## config.mk

```make
export PLATFORM = sky130hd
export DESIGN_NAME = cd_csr_arb
export DESIGN_NICKNAME = d
export VERILOG_FILES = /design/src/rtl/cd_csr_arb_pkg.sv /design/src/rtl/cd_rd_track.sv /design/src/rtl/cd_csr_arb.sv
export SDC_FILE = /design/constraint.sdc
export NUM_CORES = 1
export LEC_CHECK = 0
export CORE_UTILIZATION = 32
export DETAILED_ROUTE_END_ITERATION = 10
export PLACE_DENSITY = 0.86
export SETUP_SLACK_MARGIN = 0.4
export SLEW_MARGIN = 10
export SYNTH_ARGS = -nofsm -noshare
export SYNTH_HDL_FRONTEND = slang
export SYNTH_SLANG_ARGS = --single-unit
```

## constraint.sdc

```tcl
create_clock -name clk -period 2.6 [get_ports clk]
set_input_delay 0.52 -clock clk [delete_from_list [all_inputs] [get_ports clk]]
set_output_delay 0.52 -clock clk [all_outputs]
set_load 0.03 [all_outputs]
```

## src/rtl/cd_csr_arb_pkg.sv

```systemverilog
// Shared constants and types for the CDBUS CSR-port arbiter.
package cd_csr_arb_pkg;

  localparam logic M0 = 1'b0;
  localparam logic M1 = 1'b1;

  localparam int WDOG_W = 16;

  typedef enum logic [1:0] {
    UNLOCKED = 2'd0,
    LOCKED0  = 2'd1,
    LOCKED1  = 2'd2
  } lock_state_e;

endpackage

```

## src/rtl/cd_rd_track.sv

```systemverilog
// Read-return tracker: a RD_LATENCY-deep {valid, id} pipe that steers the
// slave's read-data strobe back to the master that issued the read.
module cd_rd_track
  import cd_csr_arb_pkg::*;
#(
  parameter int RD_LATENCY = 1
) (
  input  logic clk,
  input  logic rst_n,
  input  logic ld_vld,
  input  logic ld_id,
  output logic m0_vld,
  output logic m1_vld,
  output logic busy
);

  logic [RD_LATENCY-1:0] vld_q, vld_d;
  logic [RD_LATENCY-1:0] id_q, id_d;

  always_comb begin
    vld_d    = vld_q;
    id_d     = id_q;
    vld_d[0] = ld_vld;
    id_d[0]  = ld_id;
    for (int i = 1; i < RD_LATENCY; i++) begin
      vld_d[i] = vld_q[i-1];
      id_d[i]  = id_q[i-1];
    end
  end

  always_ff @(posedge clk or negedge rst_n) begin
    if (!rst_n) begin
      vld_q <= '0;
      id_q  <= '0;
    end else begin
      vld_q <= vld_d;
      id_q  <= id_d;
    end
  end

  assign m0_vld = vld_q[RD_LATENCY-1] & (id_q[RD_LATENCY-1] == M0);
  assign m1_vld = vld_q[RD_LATENCY-1] & (id_q[RD_LATENCY-1] == M1);
  assign busy   = |vld_q;

endmodule

```

## src/rtl/cd_csr_arb.sv

```systemverilog
// Two-master arbiter for the CDBUS CSR port: round-robin or fixed priority,
// with a per-master lock for multi-word sequences and a lock watchdog.
module cd_csr_arb
  import cd_csr_arb_pkg::*;
#(
  parameter int RD_LATENCY   = 1,
  parameter int FIXED_PRIO   = 0,
  parameter int LOCK_TIMEOUT = 1024
) (
  input  logic        clk,
  input  logic        reset_n,
  input  logic [3:0]  m0_address,
  input  logic        m0_read,
  input  logic        m0_write,
  input  logic [31:0] m0_writedata,
  input  logic        m0_lock,
  output logic        m0_waitrequest,
  output logic [31:0] m0_readdata,
  output logic        m0_readdatavalid,
  input  logic [3:0]  m1_address,
  input  logic        m1_read,
  input  logic        m1_write,
  input  logic [31:0] m1_writedata,
  input  logic        m1_lock,
  output logic        m1_waitrequest,
  output logic [31:0] m1_readdata,
  output logic        m1_readdatavalid,
  output logic [3:0]  csr_address,
  output logic        csr_read,
  output logic        csr_write,
  output logic [31:0] csr_writedata,
  input  logic [31:0] csr_readdata,
  output logic        chip_select,
  output logic        lock_timeout
);

  localparam logic [WDOG_W-1:0] TO_VAL = WDOG_W'(LOCK_TIMEOUT);

  lock_state_e       state_q, state_d;
  logic              last_q, last_d;
  logic              ign0_q, ign0_d, ign1_q, ign1_d;
  logic [WDOG_W-1:0] cnt_q, cnt_d, cnt_inc;
  logic              req0, req1, lk0, lk1, sel0, sel1, acc0, acc1, timeout;
  logic              trk_busy;

  assign req0 = m0_read | m0_write;
  assign req1 = m1_read | m1_write;
  // A master whose lock was broken by the watchdog is treated as unlocked
  // until it has visibly dropped its lock request.
  assign lk0  = m0_lock & ~ign0_q;
  assign lk1  = m1_lock & ~ign1_q;

  always_comb begin
    sel0 = 1'b0;
    sel1 = 1'b0;
    case (state_q)
      LOCKED0: sel0 = req0;
      LOCKED1: sel1 = req1;
      default: begin
        if (req0 && req1) begin
          if (FIXED_PRIO != 0 || last_q == M1) sel0 = 1'b1;
          else                                 sel1 = 1'b1;
        end else begin
          sel0 = req0;
          sel1 = req1;
        end
      end
    endcase
  end

  assign acc0 = req0 & sel0;
  assign acc1 = req1 & sel1;
  assign m0_waitrequest = req0 & ~sel0;
  assign m1_waitrequest = req1 & ~sel1;

  // Read+write together is a write; with no selection the mux rests on m0.
  assign csr_address   = sel1 ? m1_address   : m0_address;
  assign csr_writedata = sel1 ? m1_writedata : m0_writedata;
  assign csr_write     = (sel0 & m0_write) | (sel1 & m1_write);
  assign csr_read      = (sel0 & m0_read & ~m0_write) | (sel1 & m1_read & ~m1_write);

  assign cnt_inc = cnt_q + 1'b1;

  always_comb begin
    state_d = state_q;
    last_d  = last_q;
    cnt_d   = cnt_q;
    ign0_d  = ign0_q & m0_lock;
    ign1_d  = ign1_q & m1_lock;
    timeout = 1'b0;
    if (acc0)      last_d = M0;
    else if (acc1) last_d = M1;
    case (state_q)
      LOCKED0: begin
        cnt_d = acc0 ? '0 : cnt_inc;
        if (!lk0) begin
          state_d = UNLOCKED;
          cnt_d   = '0;
        end else if (LOCK_TIMEOUT != 0 && !acc0 && cnt_inc == TO_VAL) begin
          state_d = UNLOCKED;
          cnt_d   = '0;
          timeout = 1'b1;
          ign0_d  = 1'b1;
        end
      end
      LOCKED1: begin
        cnt_d = acc1 ? '0 : cnt_inc;
        if (!lk1) begin
          state_d = UNLOCKED;
          cnt_d   = '0;
        end else if (LOCK_TIMEOUT != 0 && !acc1 && cnt_inc == TO_VAL) begin
          state_d = UNLOCKED;
          cnt_d   = '0;
          timeout = 1'b1;
          ign1_d  = 1'b1;
        end
      end
      default: begin
        cnt_d = '0;
        if (acc0 && lk0)      state_d = LOCKED0;
        else if (acc1 && lk1) state_d = LOCKED1;
      end
    endcase
  end

  always_ff @(posedge clk or negedge reset_n) begin
    if (!reset_n) begin
      state_q <= UNLOCKED;
      last_q  <= M1;
      cnt_q   <= '0;
      ign0_q  <= 1'b0;
      ign1_q  <= 1'b0;
    end else begin
      state_q <= state_d;
      last_q  <= last_d;
      cnt_q   <= cnt_d;
      ign0_q  <= ign0_d;
      ign1_q  <= ign1_d;
    end
  end

  assign lock_timeout = timeout;

  cd_rd_track #(.RD_LATENCY(RD_LATENCY)) u_rd_track (
    .clk    (clk),
    .rst_n  (reset_n),
    .ld_vld (csr_read),
    .ld_id  (sel1),
    .m0_vld (m0_readdatavalid),
    .m1_vld (m1_readdatavalid),
    .busy   (trk_busy)
  );

  assign m0_readdata = csr_readdata;
  assign m1_readdata = csr_readdata;
  assign chip_select = csr_read | csr_write | trk_busy;

endmodule
```

==> results.md, run 1 <==
* I/O pin count at 220
* Post-Syn Area at 2440 µm²
* DP Area at 3510 µm²
* RR Startpoint: state_q[0]
* Area Overhead vs Synth at 97.0%
* Worst hold slack at 0.533 ns
* Power Density at 1220 nW/µm²
* Max incr delay on CP at 0.39 ns
* RSZ-0062 raised after global routing: true
* Most frequent cells in the layout: clkdlybuf4s50_1, nand2_4, buf_6
* Clock power share at 0.041
* Largest net degree at the start of global routing at 24
* Util after Layout at 0.658
* Syn_area_per_cell at 7.27 µm²
* Share of post-route cells with drive strength above 1 at 0.519
* Worst EP arrival at 2.20 ns
* Nets at 566
* Number of distinct library cells after synthesis at 53
* Max-slew violations at 0
* Worst slack, placed at -0.161 ns
* Detail Route Antenna Nets at 0
* Max Fclk at 367 MHz
* Synth Net Count at 451
* Max clock buf depth at 2
* Most common cell after layout, fill and taps aside: clkdlybuf4s50_1
* Vias/cell at 5.13
* Post-synthesis async set-or-reset flop share at 1.00
* CTS tree: built
* Critical path's slowest cell: dfrtp_1
* LEAKAGE at 2.27 nW
* CTS buffer count at 3
* DR pass1 iterations at 4
* Worst setup path endpoint: chip_select
* Tmin final at 2.72 ns
* Ys Warns at 0
* Max-cap viol count at 0
* Status: finished, violations left
* P_sw at 2.81 mW
* Die Wd at 89.3 µm
* Total track usage at 0.239
* CP Max Fanout at 7
* Area contributors post-synth: dfrtp_1, buf_4, nand2_1, xnor2_1, nor2_1
* Leading area contributor after synthesis: dfrtp_1
* Die area at 7970 µm²
* Clock Skew at 0.00457 ns
* Port bufs at 123
* Final worst setup slack at -0.123 ns
* Hold_buf cts at 0
* Skew-Pair Late Insertion Delay at 0.28 ns
* CORE AREA at 7290 µm²
* Slew @ Worst Pin at 0.472 ns
* Post-route cell area at 4800 µm²
* Final count of hold timing violations at 0
* Rel. slew slack at 0.682
* Seq/Total Area, Yosys at 0.237
* Vias in the first global route at 2,780
* Final HPWL DP at 6300 µm
* DR WL/cell at 19.2 µm
* Sequential Power Share at 0.076
* First-pass GRT wire length at 14,300 µm
* Clock slew at the register clock pins of the worst setup and hold paths at 0.09 ns
* DRT Wirelength at 10,500 µm
* CTS Sinks at 23
* Setup slack, reg-to-reg at 0.26 ns
* Required time worst endpoint at 2.08 ns
* Number of flops mapped to enable cells by yosys at 0
* # setup viols final at 21
* Reg2reg end: state_q[0]
* Sw Share at 0.480
* Critical path type: reg -> out
* Worst path cell trace: inv_2 -> ha_4 -> nand2b_1 -> o22a_1 -> buf_4 -> a22o_4 -> or3_4 -> buf_6
* Internal power consumption at 3.05 mW
* Overflow after GRT at 0
* Peak VDD IR at 0.859 mV
* Combinational Power Share at 0.883
* Die H at 89.3 µm
* Number of diodes at 0
* Crit path capture type: output pin
* H-Tree Depth at 1
* Total Power at 5.86 mW
* Post-Synthesis Cells at 335
* Root Buffer: clkbuf_8
* Top cell type's share of synthesized area at 0.226
* Hold Crit Depth at 2
* DRT iter0 DRCs at 99
* Site Rows at 31
* Critical path startpoint category: flop
* Via Count at 2,811
* Initial antenna violation count at 0
* Failing checks: setup timing
* Main synth FF type: dfrtp_1
* Routability congestion estimate at 0.842
* DRC at 0
* Critical path launch point: state_q[0]
* Starting Density at 0.334
* Tcrit/Tclk final at 1.05
* Yosys reg bits at 23
* Register-to-Register Path Depth at 12
* Worst min path class: reg -> reg
cell usage after synthesis, types with 2 or more instances:
cell type	count
nand2_1	112
buf_4	65
nor2_1	23
dfrtp_1	22
xnor2_1	11
inv_1	7
and3_1	6
nand3_1	6
a21oi_1	5
clkbuf_1	5
nor2b_1	5
ha_1	4
nand2b_1	4
xor2_1	4
and2_1	3
buf_1	3
buf_2	3
nor4_1	3
o21ai_0	3
a211oi_1	2
and3_2	2
and4_1	2
nand3b_1	2
nor3_1	2
o22ai_1	2
or3_1	2
critical path: cells and delay by family, from the launching register on:
family / cells / cell delay (ns)
compound gates: 2 / 0.44
fa+ha+maj: 1 / 0.31
buf+inv: 3 / 0.37
flops: 1 / 0.39
simple gates: 2 / 0.40
kinds of logic (layout without fill, tap and decap cells):
family | count (synthesis) | after routing | synth area share
DFF | 23 | 23 | 0.237
buffers and inverters | 83 | 197 | 0.230
xor gates and xnor gates | 15 | 15 | 0.0539
AOI/OAI and AO/OA | 27 | 27 | 0.0940
and+or+nand+nor | 183 | 183 | 0.365
adders and majority gates | 4 | 4 | 0.0205
through the flow:
step | TNS, ns | std cells
after detailed placement | -3.87 | 494
after CTS | -0.00893 | 528
final | -0.477 | 548
after global routing | -1.66 | 548
after global placement | -2.07 | 494
after floorplan | 0 | 335
state kept, by name (all words and copies together), names as in the netlist:
signal           flops
cnt_q               16
state_q              2
ign0_q               1
ign1_q               1
last_q               1
u_rd_track.busy      1
u_rd_track.id_q      1
routing by layer:
layer | part of all wire | up-vias | track usage
li1 | - | 1260 | -
met1 | 0.36 | 1338 | 0.288
met2 | 0.52 | 173 | 0.414
met3 | 0.092 | 40 | 0.0665
met4 | 0.030 | 0 | 0.0736
met5 | 0 | - | 0
worst min-delay path by stage:
stage | from | to
floorplan | reset_n | cnt_q[0]
global placement | last_q | last_q
detailed placement | last_q | last_q
CTS | last_q | last_q
global route | last_q | last_q
finish | last_q | last_q
power by group through the flow:
stage               Combinational [mW]  Clock [mW]  Sequential (mW)
global route                      5.40       0.259            0.446
finish                            5.17       0.240            0.444
floorplan                         2.15           0            0.441
global placement                  2.97           0            0.451
CTS                               4.17       0.242            0.443
detailed placement                3.01           0            0.454
what timing repair did:
item / in CTS / in global routing
gates cloned: 5 / 5
resized for setup: 102 / 90
endpoints found under the setup margin: 58 / 59
pin swaps: 18 / 66
buffers inserted: 25 / 15
area by class of cell:
cell class | instances | area (µm²)
Fill cell | 580 | 2490
Clock inverter | 1 | 5.00
Timing Repair Buffer | 186 | 2060
Clock buffer | 3 | 41.3
Multi-Input combinational cell | 229 | 1940
Tap cell | 99 | 124
Sequential cell | 23 | 589
Inverter | 7 | 33.8
(Power assumes the default switching activity.)
==> inputs of run 2 (changes only) <==
Settings changed: CAP_MARGIN set to 20.
==> results of run 2 <==
The final DEF is identical to that of run 1; final timing and power are the same.
==> inputs of run 3 (changes only) <==
Settings changed: ABC_CLOCK_PERIOD_IN_PS set to 3100.
Clock period 2.6 ns to 3.1 ns, I/O delays scaled along.
==> run 3 against run 2 <==
Compared with the run above: the flow now finishes without violations; highest routed layer unchanged; critical endpoint is now lock_timeout; combinational power down 38%; sequential power down 17%; core utilization down 13 points; cell count down 5.3%; clock-buffer cell count unchanged.
==> results.md, run 3 (synthesized netlist as in run 1, its figures left out) <==
* Worst slack, placed at 0.0968 ns (+0.258 ns)
* Max-cap viol count at 0 (unchanged)
* Detail Route Antenna Nets at 0 (unchanged)
* DR pass1 iterations at 4 (unchanged)
* Final HPWL DP at 6450 µm (+2.3%)
* CORE AREA at 7290 µm² (unchanged)
* Crit path capture type: output pin
* Final count of hold timing violations at 0 (unchanged)
* Setup TNS at 0 ns (+0.477 ns)
* Port bufs at 123 (unchanged)
* CTS tree: built
* # setup viols final at 0 (-100%)
* Die H at 89.3 µm (unchanged)
* Total track usage at 0.221 (-0.0186)
* GRT met1 Usage at 0.266 (-0.0218)
* Worst min path class: reg -> reg
* Rel. slew slack at 0.595 (-0.0874)
* Starting Density at 0.334 (unchanged)
* Placed cells at 492 (-0.40%)
* RSZ-0062 raised after global routing: true
* CTS Sinks at 23 (unchanged)
* Fill cells at 677 (+17%)
* Initial antenna violation count at 0 (unchanged)
* I/O pin count at 220 (unchanged)
* Seq. cell area at 589 µm² (unchanged)
* Routability congestion estimate at 0.896 (+6.4%)
* Tcrit/Tclk final at 0.888
* Die area at 7970 µm² (unchanged)
* First-pass GRT wire length at 13,100 µm (-8.1%)
* Area Overhead vs Synth at 58.9%
* DRC at 0 (unchanged)
* Overflow after GRT at 0 (unchanged)
* DR WL/cell at 17.1 µm (-11%)
* Vias/cell at 4.97 (-3.2%)
* Max clock buf depth at 2 (unchanged)
* Clock Skew at 0.00796 ns (+0.00339 ns)
* Slew @ Worst Pin at 0.607 ns (+0.135 ns)
* GR Layer Usage met3 at 0.0582 (-0.00831)
* Final instance count without filler cells at 519 (-5.3%)
* Util after Layout at 0.531 (-0.127)
* Critical path type: reg -> out
* Final worst setup slack at 0.348 ns (+0.471 ns)
* Share of post-route cells with drive strength above 1 at 0.300 (-0.219)
* Vias in the first global route at 2,566 (-7.7%)
* Max Fclk at 363 MHz
* GRT met2 Usage at 0.390 (-0.0236)
* Biggest regs: cnt_q x16, state_q x2
* H-Tree Depth at 1 (unchanged)
* Max FFs per register at 16 (unchanged)
* Number of diodes at 0 (unchanged)
* LEAKAGE at 1.78 nW (-22%)
* DRT iter0 DRCs at 165 (+67%)
* Tmin final at 2.75 ns
* Global route hottest layer: met2
* Clock slew at the register clock pins of the worst setup and hold paths at 0.09 ns (about the same)
* Required time worst endpoint at 2.48 ns (+0.40 ns)
* Root Buffer: clkbuf_8
* Skew-Pair Late Insertion Delay at 0.28 ns (about the same)
* Via Count at 2,578 (-8.3%)
* Die Wd at 89.3 µm (unchanged)
* Area of the multi-input gates at 1390 µm² (-28%)
* Peak VDD IR at 0.501 mV (-42%)
* Nets at 537 (-5.1%)
* Worst EP arrival at 2.13 ns (-0.07 ns)
* Post-route cell area at 3870 µm² (-19%)
* Site Rows at 31 (unchanged)
* Most frequent cells in the layout: nand2_1, clkdlybuf4s50_1, buf_4
* Power Density at 981 nW/µm² (-20%)
* Max-slew violations at 0 (unchanged)
* DRT Wirelength at 8900 µm (-16%)
* Largest net degree at the start of global routing at 24 (unchanged)
* Critical path startpoint category: flop
* Most flop-heavy register: cnt_q
* DP Area at 3420 µm² (-2.5%)
* CP Max Fanout at 6 (-1)
* CTS buffer count at 3 (unchanged)
* Most common cell after layout, fill and taps aside: nand2_1
* Status: complete, no violations
[run 3: final timing paths]
path / start / end / slack (ns) / cells after the start
hold reg to reg: last_q / last_q / 0.50 / 2
hold / removal: last_q / last_q / 0.50 / 2
setup / recovery: cnt_q[1] / lock_timeout / 0.35 / 7
max in group asynchronous: reset_n / last_q / 2.12 / 2
setup reg to reg: state_q[0] / cnt_q[13] / 0.78 / 12
min in group asynchronous: reset_n / u_rd_track.busy / 0.69 / 2
[run 3: cell type report]
class / instances / area share
Inverter: 7 / 0.00808
Sequential cell: 23 / 0.152
Tap cell: 99 / 0.0320
Clock inverter: 1 / 0.00129
Multi-Input combinational cell: 229 / 0.359
Timing Repair Buffer: 157 / 0.437
Clock buffer: 3 / 0.0107
[run 3: timing repair]
action / 4_1_cts / 5_1_grt
pin swaps: 6 / 5
setup endpoints to repair: 41 / 19
resized for setup: 24 / 27
cloned: 3 / 0
buffers inserted: 9 / 11
hold buffers: 0 / 0
[run 3: critical path, cell delays in order (launching register included)]
cell	delay (ns)
dfrtp_2	0.43
ha_2	0.27
nand2_1	0.17
nor2_1	0.25
a221o_2	0.22
o211ai_4	0.11
nor3_2	0.21
buf_4	0.19
[run 3: per-stage QoR]
stage | hold slack [ns] | power, mW
finish | 0.501 | 3.79
global route | 0.522 | 4.00
CTS | 0.491 | 3.67
detailed placement | 0.469 | 2.99
global placement | 0.453 | 2.97
floorplan | 0.324 | 1.88
[run 3: power breakdown]
group          internal [mW]  switching, mW  total, mW
clock network         0.0904          0.112      0.202
registers              0.339         0.0279      0.367
logic                   1.55           1.67       3.23
[run 3: routing by layer]
metal,up-vias,routed length (µm)
met2,168,4550
met3,15,782
met4,0,105
met1,1194,3460
met5,-,0
li1,1201,-
